## src/rtl/word_asm_pkg.sv

```systemverilog
// word_asm_pkg: shared FSM state, default width and mask-completion helper for the word bit assembler
package word_asm_pkg;
  typedef enum logic {FILL, HOLD} state_e;
  localparam int DEF_WIDTH = 16;
  localparam int MAX_W = 1024;
  function automatic logic all_ones(input logic [MAX_W-1:0] mask, input int width);
    return ~|(~mask & ((MAX_W'(1) << width) - MAX_W'(1)));
  endfunction
endpackage

```

## src/rtl/bit_lane_decoder.sv

```systemverilog
// bit_lane_decoder: one-hot lane write enable from a bit index (idx, en -> we), plus out_of_range when idx >= WIDTH
module bit_lane_decoder #(
  parameter int WIDTH = 16,
  parameter int IDX_W = $clog2(WIDTH) + 1
) (
  input  logic [IDX_W-1:0] idx,
  input  logic             en,
  output logic [WIDTH-1:0] we,
  output logic             out_of_range
);
  always_comb begin
    out_of_range = 32'(idx) >= WIDTH;
    we = (en && !out_of_range) ? WIDTH'(1) << idx : '0;
  end
endmodule

```

## src/rtl/word_bit_assembler.sv

```systemverilog
// word_bit_assembler: builds a WIDTH-bit word from indexed bit beats (in_valid/in_ready/in_idx/in_bit/in_last) and hands it off on out_valid/out_ready with out_word/out_mask; err_idx flags out-of-range beats
module word_bit_assembler
  import word_asm_pkg::*;
#(
  parameter int               WIDTH = DEF_WIDTH,
  parameter int               IDX_W = $clog2(WIDTH) + 1,
  parameter logic [WIDTH-1:0] INIT  = '0
) (
  input  logic             clk,
  input  logic             rst_n,
  input  logic             in_valid,
  output logic             in_ready,
  input  logic [IDX_W-1:0] in_idx,
  input  logic             in_bit,
  input  logic             in_last,
  output logic             out_valid,
  input  logic             out_ready,
  output logic [WIDTH-1:0] out_word,
  output logic [WIDTH-1:0] out_mask,
  output logic             err_idx
);
  state_e state, state_nx;
  logic [WIDTH-1:0] word, mask, we, word_nx, mask_nx;
  logic oor, accept, handoff, done;
  assign in_ready = state == FILL;
  assign out_valid = state == HOLD;
  assign accept = in_valid & in_ready;
  assign handoff = out_valid & out_ready;
  assign out_word = word;
  assign out_mask = mask;
  bit_lane_decoder #(.WIDTH(WIDTH), .IDX_W(IDX_W)) u_dec (
    .idx(in_idx),
    .en(accept),
    .we(we),
    .out_of_range(oor)
  );
  always_comb begin
    word_nx = handoff ? INIT : (word & ~we) | (we & {WIDTH{in_bit}});
    mask_nx = handoff ? '0 : mask | we;
    done = accept & (in_last | all_ones(MAX_W'(mask | we), WIDTH));
    state_nx = done ? HOLD : handoff ? FILL : state;
  end
  always_ff @(posedge clk or negedge rst_n) begin
    if (!rst_n) begin
      state <= FILL;
      word <= INIT;
      mask <= '0;
      err_idx <= 1'b0;
    end else begin
      state <= state_nx;
      word <= word_nx;
      mask <= mask_nx;
      err_idx <= accept & oor;
    end
  end
endmodule

```

## config.mk

```make
export PLATFORM = sky130hd
export DESIGN_NAME = word_bit_assembler
export DESIGN_NICKNAME = d
export VERILOG_FILES = /design/src/rtl/word_asm_pkg.sv /design/src/rtl/bit_lane_decoder.sv /design/src/rtl/word_bit_assembler.sv
export SDC_FILE = /design/constraint.sdc
export NUM_CORES = 1
export LEC_CHECK = 0
export ABC_AREA = 1
export BUFFER_PORTS_ARGS = -buffer_cell sky130_fd_sc_hd__buf_4
export CAP_MARGIN = 20
export CORE_UTILIZATION = 53
export CTS_BUF_LIST = sky130_fd_sc_hd__clkbuf_2
export DETAILED_ROUTE_END_ITERATION = 8
export GPL_TIMING_DRIVEN = 1
export PLACE_DENSITY = 0.81
export SYNTH_ARGS = -nofsm -noshare
export SYNTH_HDL_FRONTEND = slang
export SYNTH_SLANG_ARGS = --single-unit
```

## constraint.sdc

```tcl
create_clock -name clk -period 1.8 [get_ports clk]
set_input_delay 0.18 -clock clk [delete_from_list [all_inputs] [get_ports clk]]
set_output_delay 0.18 -clock clk [all_outputs]
set_load 0.005 [all_outputs]
```

# [Yosys cells after proc, flatten, opt, wreduce, memory -nomap -nowiden]
# Index checks and enable logic that the tools add are counted.
[classes] n_lt_le_gt_ge=1 shifts=1 muxes=5 bitwise=13 reduce_logical=5
[op_table] cell="$mux W16" count=3
[op_table] cell="$or A16 B16 Y16" count=3
[op_table] cell="$and A16 B16 Y16" count=2
[op_table] cell="$not A16 Y16" count=2
[op_table] cell="$reduce_or A16 Y1" count=1
[op_table] cell="$shl A1 B5 Y16 const A" count=1
[op_table] cell="$ge A5 B5 Y1 const B" count=1
[op_table] cell="$and A1 B1 Y1" count=4
[op_table] cell="$logic_not A1 Y1" count=2
[op_table] cell="$mux W1" count=2
[op_table] cell="$reduce_bool A2 Y1" count=1
[op_table] cell="$logic_and A1 B1 Y1" count=1
[op_table] cell="$not A1 Y1" count=1
[op_table] cell="$or A1 B1 Y1" count=1
[word_totals] regBits=34 in_bits=11 out_inout_bits=35

# [Logic depth before layout (Yosys ltp)]
[depth] depth_word=11 depth_mapped=12

# [Cells and area by module]
# Synthesis repeated with hierarchy kept, for this count alone.
[unflattened] cells_unflattened=160 area_unflattened_um2=1412.6
[by_module_without_submodules] mod="word_bit_assembler" instances=1 cells_each=128 area_per_inst_um2=1255.0
[by_module_without_submodules] mod="bit_lane_decoder" instances=1 cells_each=32 area_per_inst_um2=157.7

# [Least setup slack after synthesis]
# OpenSTA, ideal clock, no wires.
[synth_timing] kind="reg2reg" startpoint="reg state, in the netlist out_valid" endpoint="reg state, in the netlist out_valid" setup_ps=65 t_arrival_ps=1404 setup_slack_ps=331 stages_incl_launch_ff=13 path_cell_list="dfrtp_1 > inv_2 > nand3_2 > nor2_4 > buf_4 > nand2_1 > nand2_1 > nand2_1 > nor2_1 > nand2_1 > o21ai_1 > nand2_1 > nand2_1"
[synth_via] elab_chain_len=11
[synth_lines] element="start: declaration" line="word_bit_assembler.sv:22" rtl="state_e state, state_nx;"
[synth_lines] element="start signal: assignment" line="word_bit_assembler.sv:50" rtl="state <= state_nx;"
[synth_lines] element="$not A1 Y1 *" line="word_bit_assembler.sv:25" rtl="assign in_ready = state == FILL;"
[synth_lines] element="named net in_ready" line="word_bit_assembler.sv:12" rtl="output logic in_ready,"
[synth_lines] element="$and A1 B1 Y1 *" line="word_bit_assembler.sv:27" rtl="assign accept = in_valid & in_ready;"
[synth_lines] element="$logic_and A1 B1 Y1" line="bit_lane_decoder.sv:13" rtl="we = (en && !out_of_range) ? WIDTH'(1) << idx : '0;"
[synth_lines] element="$mux W16" line="bit_lane_decoder.sv:13"
[synth_lines] element="$or A16 B16 Y16" line="word_bit_assembler.sv:40" rtl="done = accept & (in_last | all_ones(MAX_W'(mask | we), WIDTH));"
[synth_lines] element="$not A16 Y16" line="word_asm_pkg.sv:7" rtl="return ~|(~mask & ((MAX_W'(1) << width) - MAX_W'(1)));"
[synth_lines] element="$reduce_or A16 Y1" line="word_asm_pkg.sv:7"
[synth_lines] element="$logic_not A1 Y1" line="word_asm_pkg.sv:7"
[synth_lines] element="$or A1 B1 Y1" line="word_bit_assembler.sv:40"
[synth_lines] element="$and A1 B1 Y1 *" line="word_bit_assembler.sv:40"
[synth_lines] element="$mux W1 or $reduce_bool A2 Y1 (tied branches)"
# The timed path passes the listed nets; every way through them passes the cells marked *.
# A chain may end at the register's enable or synchronous reset.

# [Final worst setup path]
[layout_timing] startpoint="reg state, in the netlist out_valid" endpoint="reg state, in the netlist out_valid"
[layout_via] elab_chain_len=11
[layout_lines] element="$not A1 Y1" line="word_bit_assembler.sv:25"
[layout_lines] element="$and A1 B1 Y1" line="word_bit_assembler.sv:27"
[layout_lines] element="$logic_and A1 B1 Y1" line="bit_lane_decoder.sv:13"
[layout_lines] element="$mux W16" line="bit_lane_decoder.sv:13"
[layout_lines] element="$or A16 B16 Y16" line="word_bit_assembler.sv:40"
[layout_lines] element="$not A16 Y16" line="word_asm_pkg.sv:7"
[layout_lines] element="$reduce_or A16 Y1" line="word_asm_pkg.sv:7"
[layout_lines] element="$logic_not A1 Y1" line="word_asm_pkg.sv:7"
[layout_lines] element="$or A1 B1 Y1" line="word_bit_assembler.sv:40"
[layout_lines] element="$and A1 B1 Y1" line="word_bit_assembler.sv:40"
[layout_lines] element="$mux W1 or $reduce_bool A2 Y1 (tied branches)"
# Parallel ways exist; a longest one is shown, timed or not.

==> run_results.csv <==
group,metric,value,unit
drt,drt_wl_total,3.69,mm
finish,fin_cells,278,
timing,finalCriticalPeriod,1.59,ns
pwr,power.total,1.42,mW
setup_path,slowest_delay,0.43,ns
synth,syn_area,1590,um^2
pwr,p_sw_share,28.7,%
synth,synth-compound-area-share,10.7,%
synth,syn_avg_cell_area,8.17,um^2
synth,synth_cells,195,
setup_path,reg2reg_from,"out_valid$_DFFE_PN0P_",
placed_design,gp_congestion,0.833,
setup_path,endpoint,"out_valid$_DFFE_PN0P_",
drt,ant_nets,0,
finish,utilization,72.9,%
setup_path,crit_required,2.12,ns
finish,drive_gt1_share,30.0,%
pwr,leakagePower,1.07,nW
finish,num_antenna_cells,0,
setup_path,reg2reg_slack,0.21,ns
synth,synth_flop_cell,"dfrtp_1",
synth,synth_area_leaders,"dfrtp_1 (53%), nand2_1 (14%), a21oi_1 (10%)",
floorplanning,coreArea,2810,um^2
timing,fin_tns_setup,0,ns
hold_path,hold_class,"input pin to flip-flop",
synth,seq_area_frac_synth,53.4,%
setup_path,path_class,"flip-flop to flip-flop",
clock_tree,cts.sinks,34,
synth,yosys.area.top_type,"dfrtp_1",
floorplanning,core.rowCount,19,
setup_path,worst-path-stages,12,
clock_tree,clk_pin_slew_worst_paths,0.14,ns
synth,synth_xor_area_share,0,%
drt,drt_iter0_markers,43,
pwr,power_frac_comb,19.5,%
timing,fmax,631,MHz
drt,drc_errors,6,
setup_path,crit_top_cell,"nand2_1",
finish,stdcell_area,2050,um^2
setup_path,r2r_cells,12,
setup_path,r2r-end,"out_valid$_DFFE_PN0P_",
clock_tree,cts_tree,"done",
synth,synth-seq-cells,34,
global_route,grt_pass1_wl,6.00,mm
clock_tree,h-tree-depth,2,
synth,synth_top_family_by_area,"simple AND/OR/NAND/NOR gates",
run_status,violations,"DRC",
synth,synthAdderAreaFrac,0,%
run_status,outcome,"complete, but fails checks",
placed_design,hpwl,2.64,mm
clock_tree,clock_latency,0.37,ns
setup_path,cp-end-kind,"flip-flop",
drt,num_vias,1463,
drt,via_per_inst,5.26,
timing,finalMaxSlewViolations,0,
floorplanning,die_w,56.8,um
synth,synthMuxAreaShare,0,%
setup_path,crit_buf_inv,2,
clock_tree,clockRootBuffer,"clkbuf_2",
timing,slew_headroom,72.4,%
synth,synth_top_area_share,53.4,%
timing,clock_skew,0.00615,ns
pwr,p_per_area,696,nW/um^2
clock_tree,cts_buffers,5,
timing,rsz0062_at_grt,"false",
pwr,p_int,1.01,mW
setup_path,critPathTopFamily,"simple AND/OR/NAND/NOR gates",
synth,yosysMostFrequentCell,"nand2_1",
pwr,ir_drop,546,uV
global_route,track_usage,24.8,%
floorplanning,die_area,3230,um^2
timing,tightest_slew,0.415,ns
timing,hold_viol_final,0,
setup_path,crit_start,"out_valid$_DFFE_PN0P_",
global_route,grt_max_degree,35,
setup_path,critical_path.max_fanout,10,
timing,timing.final.crit_share,88.1,%
synth,synth_nets,206,
setup_path,worst_path_max_delay_cell,"dfrtp_1",
synth,synth_commonest_cells,"nand2_1 (60), dfrtp_1 (34), a21oi_1 (32)",
clock_tree,cts_buffer_depth,2,
global_route,grt_overflow,0,
setup_path,cp-start-kind,"flip-flop",
floorplanning,start_util,56.8,%
timing,setup_viol,0,
finish,areaGrowthSynthToFinish,28.3,%
global_route,antenna_found_initial,0,
pwr,seqPwrFrac,58.7,%
synth,synth.distinct_cells,17,
pwr,p_sw,0.409,mW
setup_path,worstPathArrival,1.91,ns
finish,finalNetCount,259,
placed_design,dp_cells,266,
run,drv_cap,0,
global_route,grt_pass1_vias,1383,
placed_design,port_buffers,45,
setup_path,path_cells,"inv_2, nand3_4, nor2_4, buf_6, nand2_1, nand2_1, nand2_1, nor2_1, nand2_1, o21ai_1, nand2_1, nand2_1",
synth,synth_warnings,0,
floorplanning,pin_count,46,
placed_design,dpl_cell_area,1960,um^2
drt,wl_per_cell,13.3,um
drt,firstDrtPassIters,6,
pwr,pwr-share-clk,21.8,%
synth,synth_edf_count,0,
synth,async_flop_share,100,%
synth,yosys.area_share.simple,28.2,%
floorplanning,die_y,56.8,um
## what timing repair did
action,in CTS,in global routing
endpoints found under the setup margin,0,1
buffers inserted,0,5
hold buffers,1,0
gates resized for setup,0,2
endpoints found under the hold margin,34,0
## final cells by class
type	count	area (um^2)
clock buffer	5	25.0
inverter	25	93.8
timing repair buffer	52	407
fill	245	759
clock inverter	1	3.75
multi-input combinational	130	627
sequential	34	851
tap	31	38.8
## stage by stage
| step | setup slack, ns | hold slack [ns] |
|---|---|---|
| floorplan | 0.331 | -0.116 |
| CTS | 0.120 | 0.0253 |
| global placement | 0.208 | 0.145 |
| global route | 0.0170 | 0.0394 |
| finish | 0.215 | 0.0590 |
| detailed placement | 0.155 | 0.143 |
## state kept, by name, indices dropped and copies added, names as in the netlist
signal / flops
out_valid: 1
err_idx: 1
out_mask: 16
out_word: 16
## power by group through the flow
stage,sequential [mW],combinational [mW],clock [mW]
2_1_floorplan,0.853,0.114,0
3_3_place_gp,0.849,0.260,0
3_5_place_dp,0.851,0.265,0
4_1_cts,0.836,0.269,0.315
5_1_grt,0.841,0.307,0.349
6_report,0.835,0.278,0.310
## kinds of logic after synthesis
logic type,after synthesis
buffers and inverters,31
flip-flops,34
AO/OA/AOI/OAI,34
AND/OR/NAND/NOR,96
## worst reg2reg max path, stage by stage, from the launching register on
cell and delay [ns]:
dfrtp_1 0.43, inv_2 0.10, nand3_4 0.10, nor2_4 0.15, buf_6 0.15, nand2_1 0.10, nand2_1 0.08, nand2_1 0.06
nor2_1 0.08, nand2_1 0.08, o21ai_1 0.12, nand2_1 0.06, nand2_1 0.05
## how the worst min path moves through the flow
stage / startpoint / to / slack, ns / cells after the start
2_1_floorplan: rst_n / err_idx$_DFF_PN0_ / -0.12 / 0
3_3_place_gp: rst_n / out_word[15]$_DFF_PN0_ / 0.15 / 1
3_5_place_dp: rst_n / out_word[15]$_DFF_PN0_ / 0.14 / 1
4_1_cts: in_idx[4] / err_idx$_DFF_PN0_ / 0.03 / 3
5_1_grt: in_idx[4] / err_idx$_DFF_PN0_ / 0.04 / 3
6_report: in_idx[4] / err_idx$_DFF_PN0_ / 0.06 / 3
## layout by cell type, fill, tap and decap left out, types with 2 or more instances in the layout
master,synthesis,final
a21oi_1,32,32
buf_4,2,48
clkbuf_2,0,5
dfrtp_1,34,34
inv_1,20,20
inv_2,5,5
nand2_1,60,60
nand3_1,16,16
nor2_1,7,7
nor2_2,2,2
nor2_4,2,2
nor3_2,6,6
## metal layers
layer  part of all wire [%]  vias up  track usage, %  routed length [um]
li1                       -      721               -                   -
met4                    1.4        0            8.36                  53
met5                      0        -               0                   0
met3                    5.9        7            8.06                 219
met2                     48       48            39.1                1760
met1                     45      687            32.2                1660
No activity file was read; power rests on OpenSTA's default activity.
